File: src/rtl/pipe_stage_reg_pkg.sv
// Shared types and defaults for the valid/ready pipeline stage register.
package pipe_stage_reg_pkg;

  typedef enum logic [1:0] {
    PipeStEmpty = 2'd0,
    PipeStOne   = 2'd1,
    PipeStTwo   = 2'd2
  } pipe_st_e;

  localparam int unsigned DEF_DW = 160;
  localparam int unsigned DEF_CW = 16;

endpackage

File: src/rtl/pipe_stage_reg_if.sv
// One valid/ready/payload link between two pipeline stages.
interface pipe_stage_reg_if #(
  parameter int unsigned DW = 160
) ();

  logic          valid;
  logic          ready;
  logic [DW-1:0] data;

  modport master (output valid, output data, input ready);
  modport slave  (input valid, input data, output ready);

endinterface

File: src/rtl/pipe_sat_cnt.sv
// Saturating up-counter with synchronous clear; clear wins over increment.
module pipe_sat_cnt #(
  parameter int unsigned CW = 16
) (
  input  logic          clk,
  input  logic          rst,
  input  logic          i_inc,
  input  logic          i_clr,
  output logic [CW-1:0] o_q
);

  logic [CW-1:0] r_q;

  always_ff @(posedge clk or negedge rst) begin
    if (!rst) begin
      r_q <= '0;
    end else if (i_clr) begin
      r_q <= '0;
    end else if (i_inc && (r_q != '1)) begin
      r_q <= r_q + 1'b1;
    end
  end

  assign o_q = r_q;

endmodule

File: src/rtl/pipe_stage_reg.sv
// Generic valid/ready pipeline stage with flush, optional 2-entry skid buffer
// and a saturating back-pressure counter.
module pipe_stage_reg
  import pipe_stage_reg_pkg::*;
#(
  parameter int unsigned   DW        = DEF_DW,
  parameter int unsigned   SKID      = 1,
  parameter logic [DW-1:0] NOP_VALUE = '0,
  parameter int unsigned   CW        = DEF_CW
) (
  input  logic              clk,
  input  logic              rst,
  pipe_stage_reg_if.slave   s_in,
  pipe_stage_reg_if.master  m_out,
  input  logic              i_flush,
  input  logic              i_clr_stats,
  output logic [CW-1:0]     o_stall_cnt
);

  logic          w_in_ready;
  logic          w_out_valid;
  logic [DW-1:0] w_out_data;
  logic          w_stall_inc;

  generate
    if (SKID != 0) begin : g_skid
      pipe_st_e      r_state;
      pipe_st_e      w_state_next;
      logic [DW-1:0] r_main;
      logic [DW-1:0] r_skid;
      logic [DW-1:0] w_main_next;
      logic [DW-1:0] w_skid_next;
      logic          r_in_ready;
      logic          w_in_fire;
      logic          w_out_fire;

      assign w_in_fire  = s_in.valid & r_in_ready;
      assign w_out_fire = (r_state != PipeStEmpty) & m_out.ready;

      always_comb begin
        w_state_next = r_state;
        w_main_next  = r_main;
        w_skid_next  = r_skid;
        if (i_flush) begin
          w_state_next = PipeStEmpty;
          w_main_next  = NOP_VALUE;
          w_skid_next  = NOP_VALUE;
        end else begin
          case (r_state)
            PipeStEmpty: begin
              if (w_in_fire) begin
                w_state_next = PipeStOne;
                w_main_next  = s_in.data;
              end
            end
            PipeStOne: begin
              if (w_in_fire && w_out_fire) begin
                w_main_next = s_in.data;
              end else if (w_in_fire) begin
                w_state_next = PipeStTwo;
                w_skid_next  = s_in.data;
              end else if (w_out_fire) begin
                w_state_next = PipeStEmpty;
                w_main_next  = NOP_VALUE;
              end
            end
            PipeStTwo: begin
              // in_ready is low here, so only the drain transition exists
              if (w_out_fire) begin
                w_state_next = PipeStOne;
                w_main_next  = r_skid;
                w_skid_next  = NOP_VALUE;
              end
            end
            default: begin
              w_state_next = PipeStEmpty;
              w_main_next  = NOP_VALUE;
              w_skid_next  = NOP_VALUE;
            end
          endcase
        end
      end

      always_ff @(posedge clk or negedge rst) begin
        if (!rst) begin
          r_state    <= PipeStEmpty;
          r_main     <= NOP_VALUE;
          r_skid     <= NOP_VALUE;
          r_in_ready <= 1'b1;
        end else begin
          r_state    <= w_state_next;
          r_main     <= w_main_next;
          r_skid     <= w_skid_next;
          r_in_ready <= (w_state_next != PipeStTwo);
        end
      end

      assign w_in_ready  = r_in_ready;
      assign w_out_valid = (r_state != PipeStEmpty);
      assign w_out_data  = r_main;
    end else begin : g_single
      logic          r_valid;
      logic [DW-1:0] r_main;
      logic          w_in_fire;
      logic          w_out_fire;

      // Accepts whenever the held payload leaves in the same cycle.
      assign w_in_ready = ~r_valid | m_out.ready;
      assign w_in_fire  = s_in.valid & w_in_ready;
      assign w_out_fire = r_valid & m_out.ready;

      always_ff @(posedge clk or negedge rst) begin
        if (!rst) begin
          r_valid <= 1'b0;
          r_main  <= NOP_VALUE;
        end else if (i_flush) begin
          r_valid <= 1'b0;
          r_main  <= NOP_VALUE;
        end else if (w_in_fire) begin
          r_valid <= 1'b1;
          r_main  <= s_in.data;
        end else if (w_out_fire) begin
          r_valid <= 1'b0;
          r_main  <= NOP_VALUE;
        end
      end

      assign w_out_valid = r_valid;
      assign w_out_data  = r_main;
    end
  endgenerate

  assign s_in.ready  = w_in_ready;
  assign m_out.valid = w_out_valid;
  assign m_out.data  = w_out_data;

  assign w_stall_inc = w_out_valid & ~m_out.ready;

  pipe_sat_cnt #(
    .CW (CW)
  ) u_stall_cnt (
    .clk   (clk),
    .rst   (rst),
    .i_inc (w_stall_inc),
    .i_clr (i_clr_stats),
    .o_q   (o_stall_cnt)
  );

endmodule

File: src/flat_wrapper.sv
// flat-port wrapper written by rule: the top's interface ports become plain ports
module pipe_stage_reg_flat import pipe_stage_reg_pkg::*;
#(
  parameter int unsigned   DW        = DEF_DW,
  parameter int unsigned   SKID      = 1,
  parameter logic [DW-1:0] NOP_VALUE = '0,
  parameter int unsigned   CW        = DEF_CW
)
  (clk, rst, i_flush, i_clr_stats, o_stall_cnt, s_in_valid, s_in_data, s_in_ready, m_out_valid, m_out_data, m_out_ready);
  pipe_stage_reg_if #(.DW(DW)) s_in_i ();
  pipe_stage_reg_if #(.DW(DW)) m_out_i ();
  input  logic clk;
  input  logic rst;
  input  logic i_flush;
  input  logic i_clr_stats;
  output logic [CW-1:0] o_stall_cnt;
  input wire logic [$bits(s_in_i.valid)-1:0] s_in_valid;
  input wire logic [$bits(s_in_i.data)-1:0] s_in_data;
  output wire logic [$bits(s_in_i.ready)-1:0] s_in_ready;
  output wire logic [$bits(m_out_i.valid)-1:0] m_out_valid;
  output wire logic [$bits(m_out_i.data)-1:0] m_out_data;
  input wire logic [$bits(m_out_i.ready)-1:0] m_out_ready;
  assign s_in_i.valid = s_in_valid;
  assign s_in_i.data = s_in_data;
  assign s_in_ready = s_in_i.ready;
  assign m_out_valid = m_out_i.valid;
  assign m_out_data = m_out_i.data;
  assign m_out_i.ready = m_out_ready;
  pipe_stage_reg #(.DW(DW), .SKID(SKID), .NOP_VALUE(NOP_VALUE), .CW(CW)) u_core (.clk(clk), .rst(rst), .s_in(s_in_i), .m_out(m_out_i), .i_flush(i_flush), .i_clr_stats(i_clr_stats), .o_stall_cnt(o_stall_cnt));
endmodule
File: config.mk
export PLATFORM = sky130hd
export DESIGN_NAME = pipe_stage_reg_flat
export DESIGN_NICKNAME = d
export VERILOG_FILES = /design/src/rtl/pipe_stage_reg_pkg.sv /design/src/rtl/pipe_stage_reg_if.sv /design/src/rtl/pipe_sat_cnt.sv /design/src/rtl/pipe_stage_reg.sv /design/src/flat_wrapper.sv
export SDC_FILE = /design/constraint.sdc
export NUM_CORES = 1
export LEC_CHECK = 0
export BUFFER_PORTS_ARGS = -buffer_cell sky130_fd_sc_hd__buf_2
export CAP_MARGIN = 20
export CORE_MARGIN = 3
export CORE_UTILIZATION = 28
export DETAILED_ROUTE_END_ITERATION = 10
export MAX_ROUTING_LAYER = met4
export PLACE_DENSITY = 0.52
export SLEW_MARGIN = 10
export SYNTH_ARGS = -nofsm -noshare
export SYNTH_HDL_FRONTEND = slang
export SYNTH_HIERARCHICAL = 1
export SYNTH_SLANG_ARGS = --single-unit
File: constraint.sdc
create_clock -name clk -period 3.6 [get_ports clk]
set_input_delay 0.72 -clock clk [delete_from_list [all_inputs] [get_ports clk]]
set_output_delay 0.72 -clock clk [all_outputs]
set_load 0.05 [all_outputs]
* After elaboration in Yosys (flattened, before gate mapping)
Index checks and enable logic that the tools add are counted.
** Operators by class
- Add/subtract/negate cells :: 1
- Eq/ne operators :: 11
- Mux-type cells :: 19
- Bitwise operators :: 4
- Reductions and logical operators :: 7
** Operators with widths (count)
- 160-bit two-way mux :: 8
- 160-bit one-hot mux with 3 select lines :: 2
- 16-bit two-way mux :: 2
- 16-bit by 1-bit adder with 16-bit output, second input constant :: 1
- 16-bit inequality test, second input constant :: 1
- 2-bit two-way mux :: 6
- 3-bit by 2-bit inequality test with 1-bit output, second input constant :: 3
- 4-bit AND reduction :: 2
- 2-bit one-hot mux with 3 select lines :: 1
- 2-bit inequality test, second input constant :: 2
- 4-bit by 2-bit inequality test with 1-bit output, second input constant :: 1
- 4-bit inequality test, second input constant :: 1
- 2-bit nonzero test :: 2
- 1-bit AND :: 3
- 3-bit inequality test, second input constant :: 1
- 2-bit by 1-bit equality test with 1-bit output, second input constant :: 1
- 2-bit equality test, second input constant :: 1
- 1-bit logical AND :: 2
- 2-bit zero test :: 1
- 1-bit inverter :: 1
** Storage, ports and cells
- Register bits after elaboration :: 339
- Input bits :: 166
- Output and inout bits :: 178
- Word-level logic and storage cells :: 47

* Logic depth before layout (Yosys ltp)
Gate-level depths: netlist of run 1.
- Depth after elaboration :: 8
- Depth in mapped cells :: 10

* Cells and area by module
The synthesis of run 1 kept the hierarchy.
** Modules (own cells, without submodules)
- pipe_stage_reg :: instances 1, cells each 1493, area an instance 15544.9 um2, seq. area each 8084.0 um2
- pipe_sat_cnt :: instances 1, cells each 98, area an instance 942.2 um2, seq. area each 400.4 um2

* Least setup slack after synthesis of run 1
OpenSTA, ideal clock, no wires.
- Path type :: reg-to-reg
- Start point :: reg u_core.g_skid.r_state[1]
- End point :: reg u_core.u_stall_cnt.r_q[3], in the netlist u_core/u_stall_cnt/o_q[3]
- Arrival :: 2.705 ns
- Required time :: 3.522 ns
- Slack :: 0.817 ns
- Cell stages (with the launch flop) :: 10
- Cells stage by stage :: dfrtp_1 > buf_2 > buf_2 > buf_1 > or2_2 > nor2b_1 > inv_1 > clkbuf_1 > or4_2 > a21oi_1
** Between the ends
- Word-level cells in the longest chain between the ends :: 4
** RTL lines
- start, declared :: line pipe_stage_reg.sv:27 : pipe_st_e r_state;
- start signal, assigned :: line pipe_stage_reg.sv:86 : r_state <= PipeStEmpty;
- start signal, assigned :: line pipe_stage_reg.sv:91 : r_state <= w_state_next;
- 2-bit nonzero test :: line pipe_stage_reg.sv:99 : assign w_out_valid = (r_state != PipeStEmpty);
- via m_out_valid :: line flat_wrapper.sv:20 : output wire logic [$bits(m_out_i.valid)-1:0] m_out_valid;
- 1-bit AND :: line pipe_stage_reg.sv:137 : assign w_stall_inc = w_out_valid & ~m_out.ready;
- via u_core.w_stall_inc :: line pipe_stage_reg.sv:23 : logic w_stall_inc;
- 1-bit logical AND :: line pipe_sat_cnt.sv:19 : end else if (i_inc && (r_q != '1)) begin
- 2-bit nonzero test (no line)
- end signal, assigned :: line pipe_sat_cnt.sv:20 : r_q <= r_q + 1'b1;
- end, declared :: line pipe_sat_cnt.sv:12 : logic [CW-1:0] r_q;
The timed path passes the listed nets, and every way through them passes these cells.
A chain may end at the register's enable or synchronous reset.

* Worst setup path in the final report of run 1
- Start point :: reg u_core.g_skid.r_state[1]
- End point :: reg u_core.u_stall_cnt.r_q[3], in the netlist u_core/u_stall_cnt/o_q[3]
** Between the ends
- Word-level cells in the longest chain between the ends :: 4
** RTL lines (line)
- 2-bit nonzero test :: pipe_stage_reg.sv:99
- 1-bit AND :: pipe_stage_reg.sv:137
- via u_core.w_stall_inc :: pipe_stage_reg.sv:23
- 1-bit logical AND :: pipe_sat_cnt.sv:19
- 2-bit nonzero test (no line)
The timed path passes the listed nets, and every way through them passes these cells.

==> flow_summary.toml, run 1 <==
[setup_path]
slowest_stage = "or4_2"
reg2reg_slack_ns = 0.86
required_ns = 4.07
critPathCapture = "u_core/u_stall_cnt/o_q[3]"
critical-path-top-delay-family = "simple AND/OR/NAND/NOR gates"
worstPathArrival_ns = 3.21
critPathBufInv = 1
cp-end-kind = "flip-flop"
r2r-start = "u_core/g_skid.r_state[1]"
crit_path_start = "u_core/g_skid.r_state[1]"
r2r-end = "u_core/u_stall_cnt/o_q[3]"
cp_slowest_stage_delay_ns = 0.74
cp_max_fo = 25
start_kind = "flip-flop"
reg2reg_depth = 5
crit_chain = "or2_2, nor2b_1, inv_1, or4_2, a21oi_1"
path_class = "reg -> reg"
cp.depth = 5

[routing]
drc_errors = 0
antenna_left = 0
vias = 13800
drt_iter0_drc = 902
drt-pass1-iter-count = 5
drt-total-wl_um = 53100
wl_per_cell_um = 19.9
via_per_inst = 5.19

[timing]
fin_skew_ns = 0.0108
setup_viol = 0
rsz0062_at_grt = "no"
worstMarginPinSlew_ns = 1.10
slew_headroom = 0.265
layout_min_cycle_time_ns = 2.74
setup_tns_ns = 0
finalMaxSlewViolations = 0
fin_crit_sh = 0.760
hold_slack_ns = 0.0809
finalHoldViolations = 0
fmax_mhz = 365

[synth]
synth_cell_type_count = 49
syn_avg_cell_area_um2 = 10.4
synth.area.mux_share = 0.102
synth_top_family_by_area = "compound AO/OA/AOI/OAI gates"
yosys.area_share.adder = 0.000759
ys_seq_area_frac = 0.515
syn_inst = 1591
synth-seq-cells = 339
syn_area_mm2 = 0.0165
synthesis.nets = 1758
synth-edff-count = 0
synthArstFlopShare = 1.00
synth_xor_area_frac = 0.000531
synthSimpleGateAreaFrac = 0.115
synth_compound_area_frac = 0.223
ys_warn_count = 6
synthFlopType = "dfrtp_1"

[cts]
cts.sinks = 339
cts_hold_buf = 0
cts_buffer_depth = 3
cts_setup_buffers = 0
cts_tree = "done"
cts_buffers = 42
cts_root_buf = "clkbuf_16"
clk_pin_slew_ns = 0.06
h-tree-depth = 2
cts_resized = 0
clock_latency_ns = 0.56

[pwr]
seqPwrFrac = 0.393
clkPwrFrac = 0.425
power.switching_mw = 3.29
switching_share = 0.312
comb_power_share = 0.182
leakage_nw = 8.94
internal_power_mw = 7.28
peakVddDrop_mv = 0.274
power_density_mw_per_mm2 = 515

[grt]
overflow = 0
grt_pass1_vias = 14100
grt_pass1_wl_um = 83500
antenna_found_initial = 21
grtUsageTotal = 0.172
grt_max_degree = 135

[job]
cap_violations = 0

[final_layout]
finalCoreUtilization = 0.354
layout_common_cells = "buf_2 (342), dfrtp_1 (336), nand2_1 (193), o21ai_0 (188), nand3_1 (164)"
fin_nets = 2015
syn2layout_area_growth_pct = 24.4
drive_gt1_frac = 0.265
fin_area_mm2 = 0.0205
final_common_cell = "buf_2"

[die]
dieArea_mm2 = 0.0618
rows = 88
core-area_mm2 = 0.0580
die_x_um = 249
die_y_um = 249
start_util = 0.284
pin_count = 344

[place]
postPlaceCellArea_mm2 = 0.0190
hpwl_um = 32500
portBuffers = 343
gp_congestion = 0.814

[min_path]
hold_path_class = "in -> async"

[outcome]
status = "finished, final reports clean"
[routing by layer]
metal / track usage / up-vias / wire length [µm]
met5: - / - / 0
met2: 0.263 / 378 / 24900
met3: 0.0424 / 83 / 3270
li1: - / 6458 / -
met1: 0.223 / 6917 / 23500
met4: 0.0574 / 0 / 1450
[synthesized netlist by cell type, types with 3 or more instances]
cell / number / area, µm²
nor2b_1: 6 / 37.5
a22o_1: 134 / 1170
nor4_1: 4 / 25.0
nand3_1: 164 / 821
or4_1: 5 / 37.5
o31ai_1: 7 / 52.6
mux2_2: 26 / 293
inv_1: 4 / 15.0
nand2_1: 193 / 724
nor2_1: 7 / 26.3
clkbuf_1: 92 / 345
buf_2: 52 / 260
a22oi_1: 26 / 195
buf_4: 6 / 45.0
mux2_1: 4 / 45.0
dfrtp_1: 338 / 8460
o21ai_1: 3 / 15.0
mux2i_1: 134 / 1340
nand4_1: 6 / 37.5
a21oi_1: 12 / 60.1
o21ai_0: 188 / 941
o2bb2ai_1: 134 / 1170
or3_1: 3 / 18.8
buf_1: 11 / 41.3
[final cells by class]
cell class | count | area [µm²]
inverter | 5 | 23.8
antenna | 21 | 52.6
clock buffer | 58 | 1260
fill | 5818 | 37500
clock inverter | 20 | 211
multi-input combinational | 1084 | 7320
tap | 765 | 957
sequential | 339 | 8490
timing repair buffer | 376 | 2190
[through the flow]
stage          instances  worst slack, ns  power (mW)
2_1_floorplan       1591            0.817        5.45
3_3_place_gp        2569            0.921        6.15
3_5_place_dp        2569            0.862        6.17
4_1_cts             2647            0.843        10.8
5_1_grt             2668            0.718        11.0
6_report            2668            0.863        10.6
[how the worst min path moves through the flow]
stage / to / slack, ns / cells past startpoint
after detailed placement: u_core/m_out.data[155] / 0.47 / 2
after global placement: u_core/m_out.data[117] / 0.46 / 2
after global routing: u_core/m_out.data[11] / 0.08 / 1
after floorplan: u_core/g_skid.r_skid[0] / 0.42 / 0
final: u_core/m_out.data[11] / 0.08 / 1
after CTS: u_core/m_out.data[155] / 0.08 / 1
[state kept, by name, summed over array words and instances (netlist names)]
name,cells
u_core/g_skid.r_skid,160
u_core/s_in.ready,1
u_core/u_stall_cnt/o_q,16
u_core/g_skid.r_state,2
u_core/m_out.data,160
[power groups by stage]
stage | registers (mW) | clock network (mW) | logic [mW]
6_report | 4.16 | 4.49 | 1.92
5_1_grt | 4.18 | 4.79 | 2.06
3_3_place_gp | 4.22 | 0 | 1.92
4_1_cts | 4.16 | 4.65 | 1.94
3_5_place_dp | 4.22 | 0 | 1.95
2_1_floorplan | 4.79 | 0 | 0.662
[logic make-up (layout without fill, tap and decap cells)]
group,after synthesis,in the layout
AOI/OAI and AO/OA,511,511
xor gates and xnor gates,1,1
adders and majority gates,1,1
buffers and inverters,168,459
DFF,339,339
muxes,164,164
other,0,21
and+or+nand+nor,407,407
(Power assumes the default switching activity.)
==> run 2, diff against run 1 <==
clock period = 2.8 ns   (was 3.6 ns; I/O delays follow)
==> flow_summary.toml, run 2 (synthesis gave the netlist of run 1 again) <==
[die]
pin_count = 344
core-area_mm2 = 0.0580
dieArea_mm2 = 0.0618
die_x_um = 249
start_util = 0.284
die_y_um = 249
rows = 88

[grt]
grtUsageTotal = 0.170
grt.met3_usage = 0.0386
grt_max_degree = 161
overflow = 0
grtUsageMet1 = 0.229
grt_pass1_vias = 13700
antenna_found_initial = 15
grt_pass1_wl_um = 82700
met2_usage = 0.256
busiest_layer = "met2"

[routing]
drt-pass1-iter-count = 5
drc_errors = 0
drt-total-wl_um = 52700
antenna_left = 0
drt_iter0_drc = 893
wl_per_cell_um = 19.7
via_per_inst = 5.22
vias = 14000

[timing]
fmax_mhz = 433
finalMaxSlewViolations = 0
fin_skew_ns = 0.0140
setup_tns_ns = 0
worstMarginPinSlew_ns = 1.02
setup_viol = 0
fin_crit_sh = 0.824
layout_min_cycle_time_ns = 2.31
finalHoldViolations = 0
layout_setup_ws_ns = 0.492
slew_headroom = 0.323
rsz0062_at_grt = "no"

[final_layout]
fin_area_mm2 = 0.0205
fin_nets = 2030
layout_common_cells = "buf_2 (342), dfrtp_1 (336), nand2_1 (193), o21ai_0 (188), nand3_1 (164)"
final_common_cell = "buf_2"
syn2layout_area_growth_pct = 24.5
drive_gt1_frac = 0.266

[pwr]
power_density_mw_per_mm2 = 640
leakage_nw = 8.96
peakVddDrop_mv = 0.412

[cts]
cts_root_buf = "clkbuf_16"
cts_buffers = 42
clk_pin_slew_ns = 0.05
clock_latency_ns = 0.55
cts_tree = "done"
cts.sinks = 339
cts_resized = 0
cts_buffer_depth = 3
cts_hold_buf = 0
h-tree-depth = 2
cts_setup_buffers = 0

[setup_path]
worstPathArrival_ns = 1.75
cp-end-kind = "primary output"
cp_max_fo = 20
required_ns = 2.24
start_kind = "flip-flop"
path_class = "reg -> out"

[min_path]
hold_path_class = "in -> async"

[outcome]
status = "finished, final reports clean"

[place]
gp_congestion = 0.784
portBuffers = 343
postPlaceCellArea_mm2 = 0.0191
hpwl_um = 32800
place_ws_ns = 0.485

[job]
cap_violations = 0
run 2: cell types whose count changed in the layout (fill, tap and decap cells not counted):
cell and delta:
clkinv_4 +1, buf_4 +12, buf_12 +2, clkinvlp_4 -2, inv_6 -1, bufinv_16 -3
diode_2 -6, clkbuf_1 +4, clkinv_2 -1, buf_16 +1, clkbuf_8 -3
run 2: area by class of cell:
| type | instances | area (µm²) |
|---|---|---|
| fillers | 5877 | 37500 |
| flip-flops and latches | 339 | 8490 |
| multi-input cells | 1084 | 7320 |
| repair buffers | 391 | 2340 |
| clock buffers | 59 | 1240 |
| well taps | 765 | 957 |
| clock inverters | 14 | 101 |
| diodes | 15 | 37.5 |
| inverters | 5 | 23.8 |
run 2: path summary, 6_finish.rpt:
| kind | from | endpoint | slack [ns] | cells past startpoint |
|---|---|---|---|---|
| min in group clk | s_in_data[60] | u_core/g_skid.r_skid[60] | 0.26 | 3 |
| worst min-delay path | rst | u_core/m_out.data[9] | 0.04 | 1 |
| worst max register to register | u_core/g_skid.r_state[1] | u_core/m_out.data[142] | 0.53 | 4 |
| worst max-delay path | u_core/g_skid.r_state[1] | m_out_valid | 0.49 | 2 |
| max in group asynchronous | rst | u_core/g_skid.r_skid[63] | 1.95 | 2 |
| worst min register to register | u_core/m_out.data[53] | u_core/m_out.data[53] | 0.48 | 2 |
run 2: per-stage QoR:
stage / hold WS [ns] / instances / power, mW / utilization
2_1_floorplan: 0.264 / 1591 / 7.00 / -
3_3_place_gp: 0.462 / 2583 / 7.92 / 0.329
3_5_place_dp: 0.470 / 2583 / 7.94 / 0.329
4_1_cts: 0.0233 / 2656 / 13.4 / 0.352
5_1_grt: 0.0515 / 2672 / 13.7 / 0.354
6_report: 0.0373 / 2672 / 13.1 / 0.354
run 2: worst max-delay path: stages (launching register included):
cell and delay, ns:
dfrtp_4 0.60, or2_2 0.35, buf_2 0.24
run 2: layer usage:
metal / share of wire / vias up
met5: 0 / -
met4: 0.021 / 0
met3: 0.057 / 70
met2: 0.46 / 405
met1: 0.46 / 7003
li1: - / 6475
run 2: power breakdown:
group          internal [mW]  switching [mW]
registers               5.16           0.166
logic                  0.677            1.83
clock network           3.16            2.14
